--- src/rtl/io_port_bank.sv ---
// io_port_bank
//   8086-style I/O peripheral with NUM_PORTS data ports of DATA_W bits,
//   decoded from the I/O window [BASE_ADDR, BASE_ADDR+NUM_PORTS).
//   The block only answers I/O cycles (IOM=1). It latches the port index on
//   ALE and holds READY low for WAIT_STATES cycles. A read registers PORT_IN
//   onto DOUT. A write registers DIN into PORT_OUT. There is no tri-state
//   inside the block: the bus driver outside it uses DOUT_EN.
//
// Ports
//   CLK, RESET      clock and synchronous active-high reset
//   ALE, IOM, ADDR  address phase: latch enable, I/O-vs-memory, address
//   RD_N, WR_N      active-low read and write strobes
//   DIN             write data from the CPU
//   DOUT, DOUT_EN   read data and its bus-drive enable
//   READY           0 = wait state requested
//   PORT_IN         read sources, port i at bits [i*DATA_W +: DATA_W]
//   PORT_OUT        write registers, same packing
module io_port_bank #(
  parameter int                DATA_W      = 8,
  parameter int                ADDR_W      = 20,
  parameter int                NUM_PORTS   = 4,
  parameter logic [ADDR_W-1:0] BASE_ADDR   = 20'h00040,
  parameter int                WAIT_STATES = 2
) (
  input  logic                        CLK,
  input  logic                        RESET,
  input  logic                        ALE,
  input  logic                        IOM,
  input  logic                        RD_N,
  input  logic                        WR_N,
  input  logic [ADDR_W-1:0]           ADDR,
  input  logic [DATA_W-1:0]           DIN,
  output logic [DATA_W-1:0]           DOUT,
  output logic                        DOUT_EN,
  output logic                        READY,
  input  logic [NUM_PORTS*DATA_W-1:0] PORT_IN,
  output logic [NUM_PORTS*DATA_W-1:0] PORT_OUT
);

  localparam int IDX_W = (NUM_PORTS > 1) ? $clog2(NUM_PORTS) : 1;

  // The window limits are held one bit wider than the address, so a window
  // that ends at the top of the address space does not wrap to zero.
  localparam logic [ADDR_W:0] WIN_LO = {1'b0, BASE_ADDR};
  localparam logic [ADDR_W:0] WIN_HI = WIN_LO + (ADDR_W+1)'(NUM_PORTS);

  localparam logic [3:0] WS_LOAD = (WAIT_STATES > 0) ? 4'(WAIT_STATES - 1) : 4'd0;

  typedef enum logic [2:0] {
    S_IDLE,
    S_DECODE,
    S_WAIT,
    S_ACCESS,
    S_DONE
  } state_t;

  state_t                      state;
  logic [IDX_W-1:0]            idx;
  logic                        op_rd;
  logic [3:0]                  wcnt;
  logic [DATA_W-1:0]           dout_r;
  logic                        dout_en_r;
  logic                        ready_r;
  logic [NUM_PORTS*DATA_W-1:0] port_out_r;

  logic              hit;
  logic [IDX_W-1:0]  idx_nxt;
  logic [DATA_W-1:0] rd_sel;
  logic              strobe_hi;

  // Decode of the current bus address
  always_comb begin
    hit     = ({1'b0, ADDR} >= WIN_LO) && ({1'b0, ADDR} < WIN_HI);
    idx_nxt = IDX_W'(ADDR - BASE_ADDR);
  end

  // Read-source select by the latched index
  always_comb begin
    rd_sel = '0;
    for (int i = 0; i < NUM_PORTS; i++) begin
      if (idx == IDX_W'(i)) rd_sel = PORT_IN[i*DATA_W +: DATA_W];
    end
  end

  // The strobe that opened the current access has been released
  assign strobe_hi = op_rd ? RD_N : WR_N;

  // Bus cycle state machine; all outputs are registered here
  always_ff @(posedge CLK) begin
    if (RESET) begin
      state      <= S_IDLE;
      idx        <= '0;
      op_rd      <= 1'b0;
      wcnt       <= '0;
      dout_r     <= '0;
      dout_en_r  <= 1'b0;
      ready_r    <= 1'b1;
      port_out_r <= '0;
    end else begin
      case (state)
        S_IDLE: begin
          // A strobe seen together with ALE is not acted on here. It is
          // evaluated from DECODE on the following cycle.
          if (ALE && IOM && hit) begin
            idx   <= idx_nxt;
            state <= S_DECODE;
          end
        end

        S_DECODE: begin
          if (ALE && IOM) begin
            if (hit) idx   <= idx_nxt;
            else     state <= S_IDLE;
          end else if (!RD_N && !WR_N) begin
            state <= S_IDLE;
          end else if (!RD_N || !WR_N) begin
            op_rd <= !RD_N;
            if (WAIT_STATES == 0) begin
              state <= S_ACCESS;
            end else begin
              state   <= S_WAIT;
              ready_r <= 1'b0;
              wcnt    <= WS_LOAD;
            end
          end
        end

        S_WAIT: begin
          // An abort takes priority over the end of the wait count
          if (strobe_hi) begin
            state   <= S_IDLE;
            ready_r <= 1'b1;
          end else if (wcnt == 4'd0) begin
            state   <= S_ACCESS;
            ready_r <= 1'b1;
          end else begin
            wcnt <= wcnt - 4'd1;
          end
        end

        S_ACCESS: begin
          if (op_rd) begin
            dout_r    <= rd_sel;
            dout_en_r <= 1'b1;
          end else begin
            for (int i = 0; i < NUM_PORTS; i++) begin
              if (idx == IDX_W'(i)) port_out_r[i*DATA_W +: DATA_W] <= DIN;
            end
          end
          state <= S_DONE;
        end

        S_DONE: begin
          // DOUT keeps its last value after the bus is released
          if (strobe_hi) begin
            dout_en_r <= 1'b0;
            state     <= S_IDLE;
          end
        end

        default: state <= S_IDLE;
      endcase
    end
  end

  assign DOUT     = dout_r;
  assign DOUT_EN  = dout_en_r;
  assign READY    = ready_r;
  assign PORT_OUT = port_out_r;

endmodule

--- config.mk ---
export PLATFORM = sky130hd
export DESIGN_NAME = io_port_bank
export DESIGN_NICKNAME = d
export VERILOG_FILES = /design/src/rtl/io_port_bank.sv
export SDC_FILE = /design/constraint.sdc
export NUM_CORES = 1
export LEC_CHECK = 0
export BUFFER_PORTS_ARGS = -buffer_cell sky130_fd_sc_hd__buf_2
export CAP_MARGIN = 20
export CORE_ASPECT_RATIO = 1.1
export CORE_UTILIZATION = 40
export CTS_CLUSTER_SIZE = 20
export DETAILED_ROUTE_END_ITERATION = 16
export HOLD_SLACK_MARGIN = 0.08
export PLACE_DENSITY = 0.66
export SYNTH_ARGS = -nofsm -noshare
export SYNTH_HDL_FRONTEND = slang
export SYNTH_SLANG_ARGS = --single-unit
--- constraint.sdc ---
create_clock -name CLK -period 3.5 [get_ports CLK]
set_input_delay 0.7 -clock CLK [delete_from_list [all_inputs] [get_ports CLK]]
set_output_delay 0.7 -clock CLK [all_outputs]
set_load 0.01 [all_outputs]
== After elaboration in Yosys (flattened, before gate mapping) ==
Cells that the tools add are included.

* Register bits after elaboration: 52
* Bits in latches: 0
* RAM bits: 0
* ROM bits: 0
* Input bits: 66
* Output and inout bits: 42
* Logic and storage cells: 95
* Memories: 0

* $add $sub $neg: 2
* Multipliers: 0
* Div/mod/pow operators: 0
* $lt $le $gt $ge: 2
* Equality and inequality tests: 20
* Shift-type cells: 0
* Muxes and demuxes: 33
* Bitwise logic cells: 3
* Reductions and logical operators: 24

{| class="wikitable"
|+ Operators with widths
! kind !! count
|-
| 8-bit two-way mux || 4
|-
| 3-bit two-way mux || 8
|-
| 20-bit by 7-bit greater-or-equal comparator with 1-bit output, second input constant || 1
|-
| 20-bit by 7-bit less-than comparator with 1-bit output, second input constant || 1
|-
| 4-bit two-way mux || 5
|-
| 2-bit != test, second input constant || 10
|-
| 3-bit one-hot mux with 5 select lines || 1
|-
| 3-bit AND reduction || 5
|-
| 5-bit AND reduction || 2
|-
| 1-bit two-way mux || 8
|-
| 4-bit one-hot mux with 2 select lines || 1
|-
| 4-bit AND reduction || 2
|-
| 3-bit by 2-bit equality test with 1-bit output, second input constant || 2
|-
| 2-bit two-way mux || 3
|-
| 3-bit != test, second input constant || 2
|-
| 6-bit AND reduction || 1
|-
| 2-bit nonzero test || 3
|-
| 2-bit equality test, second input constant || 2
|-
| 1-bit logical AND || 4
|-
| 4-bit zero test || 1
|-
| 4-bit != test, second input constant || 1
|-
| 1-bit one-hot mux with 2 select lines || 2
|-
| 2-bit one-hot mux with 2 select lines || 1
|-
| 4-bit by 1-bit subtractor with 4-bit output, second input constant || 1
|-
| 10 further kinds || 13
|}

== Depth between registers and ports, before layout ==
Gate-level depths: netlist of the first run.

* Word-level depth: 6
* Depth in mapped cells: 6
* Gate-level depth less buffers: 6

== Worst setup path after synthesis of the first run ==
No wires, ideal clock.

* Path type: in2reg
* Start point: input ALE
* End point: register idx[0]
* Setup time: 132 ps
* Arrival: 1552 ps
* Required time: 3368 ps
* Slack: 1816 ps
* Cell stages on the path: 4
* Path buffers: 0
* Path through: nand2_1 -> or4b_1 -> o21ai_0 -> a21oi_1

* Word-level cells in the longest chain between the ends: 4
* Elaborated cells on any way between the ends: 5
* Classes of those cells: eq/ne: 2; reduce/logical: 3

{| class="wikitable"
|+ RTL lines
! element !! line !! RTL
|-
| from (decl) || 27 || <nowiki>input logic ALE,</nowiki>
|-
| 1-bit logical AND * || 104, 111 ||
|-
| 1-bit logical AND || 104 || <nowiki>if (ALE && IOM && hit) begin</nowiki>
|-
| 2-bit != test (no line) || - ||
|-
| 4-bit AND reduction (no line) * || - ||
|-
| to (signal assigned) || 105 || <nowiki>idx <= idx_nxt;</nowiki>
|-
| to (signal assigned) || 112 || <nowiki>if (hit) idx <= idx_nxt;</nowiki>
|-
| to (decl) || 58 || <nowiki>logic [IDX_W-1:0] idx;</nowiki>
|}

Every way passes the cells marked *; elsewhere a longest branch is shown, timed or not.
A chain may end at the register's enable or synchronous reset.

== Worst setup path in the final report of the first run ==
* Start point: register state[1]
* End point: register port_out_r[6], in the netlist PORT_OUT[6]

* Word-level cells in the longest chain between the ends: 2

{| class="wikitable"
|+ RTL lines
! element !! line !! RTL
|-
| from (decl) || 57 || <nowiki>state_t state;</nowiki>
|-
| from (signal assigned) || 91 || <nowiki>state <= S_IDLE;</nowiki>
|-
| from (signal assigned) || 106 || <nowiki>state <= S_DECODE;</nowiki>
|-
| from (signal assigned) || 113 || <nowiki>else state <= S_IDLE;</nowiki>
|-
| 3-bit by 2-bit equality test with 1-bit output || 100 || <nowiki>case (state)</nowiki>
|-
| 3-bit AND reduction (no line) || - ||
|-
| to (signal assigned) || 98 || <nowiki>port_out_r <= '0;</nowiki>
|-
| to (signal, indexed assignment) || 147 || <nowiki>if (idx == IDX_W'(i)) port_out_r[i*DATA_W +: DATA_W] <= DIN;</nowiki>
|-
| to (decl) || 64 || <nowiki>logic [NUM_PORTS*DATA_W-1:0] port_out_r;</nowiki>
|}

Every way passes these cells.

==> results of run 1 <==
stage by stage:
stage	hold slack, ns	total power [mW]	area (um2)	utilization, %	setup WS, ns
after floorplan	0.451	0.629	2420	-	1.82
after global placement	0.439	0.677	2990	51.4	1.56
after detailed placement	0.444	0.677	2990	51.4	1.53
after CTS	0.457	1.01	3070	52.9	1.51
after global routing	0.480	1.04	3070	52.9	1.39
final	0.455	1.00	3070	52.9	1.55
per-layer routing:
| layer | GRT usage [%] | part of all wire (%) | up-vias | wire (um) |
|---|---|---|---|---|
| met3 | 5.03 | 6.9 | 4 | 399 |
| met1 | 23.8 | 47 | 1003 | 2710 |
| li1 | - | - | 1081 | - |
| met2 | 31.1 | 45 | 74 | 2610 |
| met4 | 3.15 | 0.62 | 0 | 36 |
| met5 | 0 | 0 | - | 0 |
power by group through the flow:
stage,registers (mW),logic (mW),clock network [mW]
after global placement,0.605,0.0718,0
after floorplan,0.605,0.0245,0
final,0.591,0.0724,0.338
after CTS,0.591,0.0729,0.351
after detailed placement,0.605,0.0722,0
after global routing,0.591,0.0801,0.369
registers in the layout, summed over array words and instances, names as in the netlist:
name and cells:
state 3, DOUT 8, READY 1, wcnt 4, DOUT_EN 1, idx 2, op_rd 1, PORT_OUT 32
logic make-up (layout without fill, tap and decap cells):
group           after synthesis  after routing
simple gates                 98             98
compound gates               30             30
flops                        52             52
mux                          43             43
xor+xnor                      1              1
fa+ha+maj                     2              2
buf+inv                      18            120
layout by cell type (no fill, tap or decap), drive strengths merged, types with 4 or more instances in the layout:
cell type / instances
a21oi: 17
buf: 108
clkbuf: 5
dfxtp: 52
inv: 4
mux2i: 34
mux4: 8
nand2: 20
nand3: 9
nor2: 38
nor4: 6
layout make-up:
class                      count  area (um2)
inverter                       4        15.0
timing repair buffer         108         543
sequential                    52        1040
fill                         571        2730
clock buffer                   5        68.8
clock inverter                 3        18.8
multi-input combinational    174        1290
tap                           77        96.3
worst max path at each step:
stage          cells after the start  slack [ns]     start          end
6_report                           4        1.55  state[1]  PORT_OUT[6]
3_3_place_gp                       4        1.56  state[1]  PORT_OUT[7]
2_1_floorplan                      4        1.82       ALE       idx[0]
4_1_cts                            4        1.51  state[1]  PORT_OUT[6]
3_5_place_dp                       4        1.53  state[1]  PORT_OUT[2]
5_1_grt                            4        1.39  state[1]  PORT_OUT[6]
worst max-delay path, stage by stage, from the launching register on:
cell and delay (ns):
dfxtp_1 0.55, and4bb_4 0.31, nor3b_2 0.64, mux2i_1 0.27
nor2_1 0.05
==> results.ini, run 1 <==
[critical_path]
crit_type=reg2reg
cp_max_fo=11
crit_path_start_kind=flop
worst-endpoint-arrival_ns=2.13
end_kind=flop
r2r_slack_ns=1.55
r2r_cells=4
timing.rr.start=state[1]
rr_endpoint=PORT_OUT[6]
crit_required_ns=3.68

[global_routing]
grt_pass1_vias=2025
antenna_found_initial=0
grt_pass1_wl_um=9570
grt_max_degree=51
grt_overflow=0
globalRouteTotalUtil_pct=18.4

[clock_tree]
cts_hold_buf=0
post_cts_resized=0
post-cts-setup-buffers=0
clkSlewWorstSetupHoldPaths_ns=0.09
cts_tree=yes
root_buffer=clkbuf_8
worst_skew_pair.late_latency_ns=0.30
cts_made_buffers=5
cts.sinks=52
ctsHtreeMaxLevel=2
clockBufferDepth=2

[pwr]
p_leak_nw=1.49
clock_power_share_pct=33.8
p_comb_share_pct=7.2
p_int_uw=768
ir_drop_uv=281
swShare_pct=23.3
switchingPower_uw=233
p_per_area_nw_per_um2=326
seq_power_share_pct=59.0

[final_layout]
drive_above_1_share_pct=39.6
final_cells=423
nNetsFinal=413
areaGrowthSynthToFinish_pct=27.1
antennaDiodeCount=0

[placement]
dp.cells=415
routabilityCongestion=0.719
port-buffer-count=107
dp_hpwl_um=4280

[drt]
dr.pass1.iters=4
drtAntennaViolNets=0
vias_per_cell=5.11
drt_iter0_drc=77
drc=0
post_drt_wl_per_cell_um=13.6
wl_um=5760
num_vias=2162

[synthesis]
synthesis.area_um2=2420
synthSimpleGateAreaFrac_pct=22.0
syn_area_per_cell_um2=9.91
yosys_register_bits=52
synthAdderAreaFrac_pct=1.03
netlist_instances=244
yosys.area_share.xor_xnor_pct=0.362
yosysMostFrequentCell=dfxtp_1
synth_top_area_cell=dfxtp_1
synth_fp_nets=312
muxShareOfSynthArea_pct=22.0
synthTopCellsByCount=52 x dfxtp_1, 37 x nor2_1, 34 x mux2i_1
synth-compound-area-share_pct=7.92
synth_ff_type=dfxtp_1
synthDistinctLibCells=46
synth_top_area_share_pct=43.0
synth_top_family_by_area=simple AND/OR/NAND/NOR gates
synth-edff-count=0
ys_seq_area_share_pct=43.0
netlist_top_cells_area=dfxtp_1 43%, mux2i_1 14%, mux4_2 7.4%
async_reset_ff_share_pct=0
yosysWarnings=0

[floorplan]
rows=29
initial_core_util_pct=41.7
dieArea_um2=6360
die_h_um=83.6
pin_count=108
core_region_area_um2=5810
fp.dieW_um=76.1

[min_path]
min_from=DOUT[5]
hp-class=reg2reg
min_to=DOUT[5]
hold_path_depth=2

[run]
drv_cap=0

[sta]
period_share_pct=55.8
slew-limit-headroom_pct=48.4
period_minus_slack_ns=1.95
setup_viol=0
hold_viol=0
skew_ns=0.00717
worstMarginPinSlew_ns=0.770
rsz0062_at_grt=false
fmax_mhz=512
setup_tns_ns=0
slew_violations=0

[run_status]
outcome=complete, no violations

No activity file was read; power rests on OpenSTA's default activity.
==> inputs of run 2 (changes only) <==
--- a/config.mk
+++ b/config.mk
@@ -5,6 +5,7 @@
 export SDC_FILE = /design/constraint.sdc
 export NUM_CORES = 1
 export LEC_CHECK = 0
+export ABC_AREA = 1
 export BUFFER_PORTS_ARGS = -buffer_cell sky130_fd_sc_hd__buf_2
 export CAP_MARGIN = 20
 export CORE_ASPECT_RATIO = 1.1
@@ -12,7 +13,7 @@
 export CTS_CLUSTER_SIZE = 20
 export DETAILED_ROUTE_END_ITERATION = 16
 export HOLD_SLACK_MARGIN = 0.08
-export PLACE_DENSITY = 0.66
+export PLACE_DENSITY = 0.68
 export SYNTH_ARGS = -nofsm -noshare
 export SYNTH_HDL_FRONTEND = slang
 export SYNTH_SLANG_ARGS = --single-unit
==> constraint.sdc (replaced) <==
create_clock -name CLK -period 1.7 [get_ports CLK]
set_input_delay 0.34 -clock CLK [delete_from_list [all_inputs] [get_ports CLK]]
set_output_delay 0.34 -clock CLK [all_outputs]
set_load 0.01 [all_outputs]
==> run 2 against run 1 <==
Against the previous run: critical path depth grew 4; clock-buffer cell count stayed put; global-route usage grew 1.7 points; first-iteration DRC count rose by 34%; die area decreased by 0.36%; critical endpoint is now wcnt[1]; non-clock buffer count rose by 4; worst hold slack got worse by 0.14 ns; total power grew to 2.9 times the previous value; cell area up 2.4%.
==> results.ini, run 2 <==
[synthesis]
yosys_register_bits=52  ; unchanged
yosysWarnings=0  ; unchanged
yosysMostFrequentCell=nor2_1
synth_fp_nets=402  ; +29%
synth_ff_type=dfxtp_1
async_reset_ff_share_pct=0  ; unchanged
synthesis.area_um2=2410  ; -0.36%
synth-edff-count=0  ; unchanged
synth-compound-area-share_pct=16.5  ; +8.5 points
netlist_instances=334  ; +37%
muxShareOfSynthArea_pct=0  ; -22 points
synth_top_family_by_area=simple AND/OR/NAND/NOR gates
ys_seq_area_share_pct=43.2  ; +0.16 points
synthTopCellsByCount=86 x nor2_1, 52 x dfxtp_1, 52 x nand2_1
synthSimpleGateAreaFrac_pct=32.6  ; +11 points
netlist_top_cells_area=dfxtp_1 43%, nor2_1 13%, o21ai_0 8.5%
syn_area_per_cell_um2=7.22  ; -27%
synth_top_area_cell=dfxtp_1
synthAdderAreaFrac_pct=1.04  ; +0.0038 points
yosys.area_share.xor_xnor_pct=0.727  ; +0.36 points
synthDistinctLibCells=33  ; -28%
synth_top_area_share_pct=43.2  ; +0.16 points

[global_routing]
grt_use_met3_pct=3.52  ; -1.5 points
grt_pass1_wl_um=10400  ; +9.0%
grt_most_used_layer=met2
grt_max_degree=36  ; -29%
antenna_found_initial=0  ; unchanged
globalRouteTotalUtil_pct=20.2  ; +1.7 points
grt_overflow=0  ; unchanged
grt_pass1_vias=2325  ; +15%
use_met2_pct=36.0  ; +5.0 points
grt_util_met1_pct=25.3  ; +1.4 points

[final_layout]
drive_above_1_share_pct=34.7  ; -4.9 points
nNetsFinal=514  ; +24%
fin_util_pct=54.2  ; +1.3 points
areaGrowthSynthToFinish_pct=30.6
final_common_cell=buf_2
final_cell_mix=107 x buf_2, 86 x nor2_1, 52 x dfxtp_1, 52 x nand2_1, 41 x o21ai_0
largest_reg_flops=32  ; unchanged
final_cells=524  ; +24%
antennaDiodeCount=0  ; unchanged

[sta]
worstMarginPinSlew_ns=0.452  ; -0.318 ns
rsz0062_at_grt=false
slew_violations=0  ; unchanged
skew_ns=0.00883  ; +0.00166 ns
setup_ws_ns=0.259  ; -1.29 ns
setup_tns_ns=0  ; unchanged
period_share_pct=84.8  ; +29 points
hold_viol=0  ; unchanged
fmax_mhz=694  ; +35%
slew-limit-headroom_pct=69.8  ; +21 points
setup_viol=0  ; unchanged
period_minus_slack_ns=1.44  ; -0.510 ns

[drt]
num_vias=2527  ; +17%
drt_iter0_drc=103  ; +34%
vias_per_cell=4.82  ; -5.6%
wl_um=6190  ; +7.5%
post_drt_wl_per_cell_um=11.8  ; -13%
dr.pass1.iters=4  ; unchanged
drc=0  ; unchanged
drtAntennaViolNets=0  ; unchanged

[clock_tree]
root_buffer=clkbuf_8
worst_skew_pair.late_latency_ns=0.31  ; about the same
cts_made_buffers=5  ; unchanged
post_cts_resized=0  ; unchanged
cts_hold_buf=0  ; unchanged
clkSlewWorstSetupHoldPaths_ns=0.10  ; about the same
ctsHtreeMaxLevel=2  ; unchanged
cts.sinks=52  ; unchanged
clockBufferDepth=2  ; unchanged
cts_tree=yes
post-cts-setup-buffers=0  ; unchanged

[critical_path]
crit_type=reg2reg
timing.rr.start=state[0]
rr_endpoint=wcnt[1]
r2r_cells=8  ; +4
r2r_slack_ns=0.26  ; -1.29 ns
end_kind=flop
cp_max_fo=5  ; -6
crit_path_start_kind=flop
worst-endpoint-arrival_ns=1.65  ; -0.48 ns
crit_required_ns=1.91  ; -1.77 ns

[min_path]
min_to=DOUT[2]
hold_path_depth=3  ; +1
hp-class=in2reg
min_from=PORT_IN[18]

[floorplan]
fp.dieW_um=76.0  ; -0.18%
dieArea_um2=6340  ; -0.36%
rows=29  ; unchanged
pin_count=108  ; unchanged
core_region_area_um2=5810  ; unchanged
initial_core_util_pct=41.5  ; -0.15 points
die_h_um=83.4  ; -0.18%

[placement]
dp_hpwl_um=4760  ; +11%
post-place-ws_ns=0.275  ; -1.26 ns
routabilityCongestion=0.769  ; +6.9%
dp.cells=516  ; +24%
port-buffer-count=107  ; unchanged

[run_status]
outcome=complete, no violations

[pwr]
p_leak_nw=1.49  ; -0.16%
ir_drop_uv=468  ; +66%
p_total_mw=2.92  ; +190%
p_per_area_nw_per_um2=927  ; +180%

[run]
drv_cap=0  ; unchanged

==> run 2: cell types whose count changed in the layout (fill, tap and decap cells not counted), sizes merged, moves of 4 or more <==
cell   delta
o21ai    +40
mux2i    -34
nor2     +55
inv      +22
a41oi     +6
mux4      -8
nor4      -6
buf       +4
nand2    +43
==> run 2: worst max path at each step <==
stage / from / to / cells past startpoint
final: state[0] / wcnt[1] / 8
after CTS: state[0] / wcnt[1] / 8
after detailed placement: ALE / idx[1] / 7
after global placement: ALE / state[0] / 10
after floorplan: wcnt[0] / state[1] / 10
after global routing: state[0] / wcnt[1] / 8
==> run 2: per-stage QoR <==
step	hold slack (ns)	cell area, um2
after floorplan	0.473	2410
after global placement	0.454	3050
after detailed placement	0.468	3050
after CTS	0.301	3150
after global routing	0.319	3150
final	0.310	3150
==> run 2: routing by layer <==
layer / wire length (um) / up-vias
met3: 332 / 7
li1: - / 1312
met2: 2960 / 82
met1: 2860 / 1126
met4: 45 / 0
met5: 0 / -
==> run 2: power by group <==
group | leakage (nW) | total (mW) | switching (mW) | internal, mW
Combinational | 1.02 | 0.799 | 0.476 | 0.323
Clock | 0.0463 | 0.750 | 0.446 | 0.303
Sequential | 0.420 | 1.37 | 0.0711 | 1.30
Total | 1.49 | 2.92 | 0.993 | 1.92
==> run 2: logic make-up after synthesis <==
| family | Yosys count |
|---|---|
| buffers and inverters | 35 |
| adders and majority gates | 2 |
| and+or+nand+nor | 174 |
| AOI/OAI and AO/OA | 69 |
| xor gates and xnor gates | 2 |
| DFF | 52 |
==> run 2: critical path, stage by stage, from the launching register on <==
cell     delay (ns)
dfxtp_1        0.45
buf_4          0.18
nand2_1        0.08
nor2_1         0.16
o21ai_2        0.10
nor2_4         0.14
inv_2          0.06
a21oi_1        0.13
nor2_1         0.05
==> run 2: area by class of cell <==
type / count / area (um2)
clock buffer: 5 / 68.8
clock inverter: 3 / 27.5
fill: 619 / 2660
inverter: 28 / 105
multi-input combinational: 247 / 1220
sequential: 52 / 1040
tap: 77 / 96.3
timing repair buffer: 112 / 586
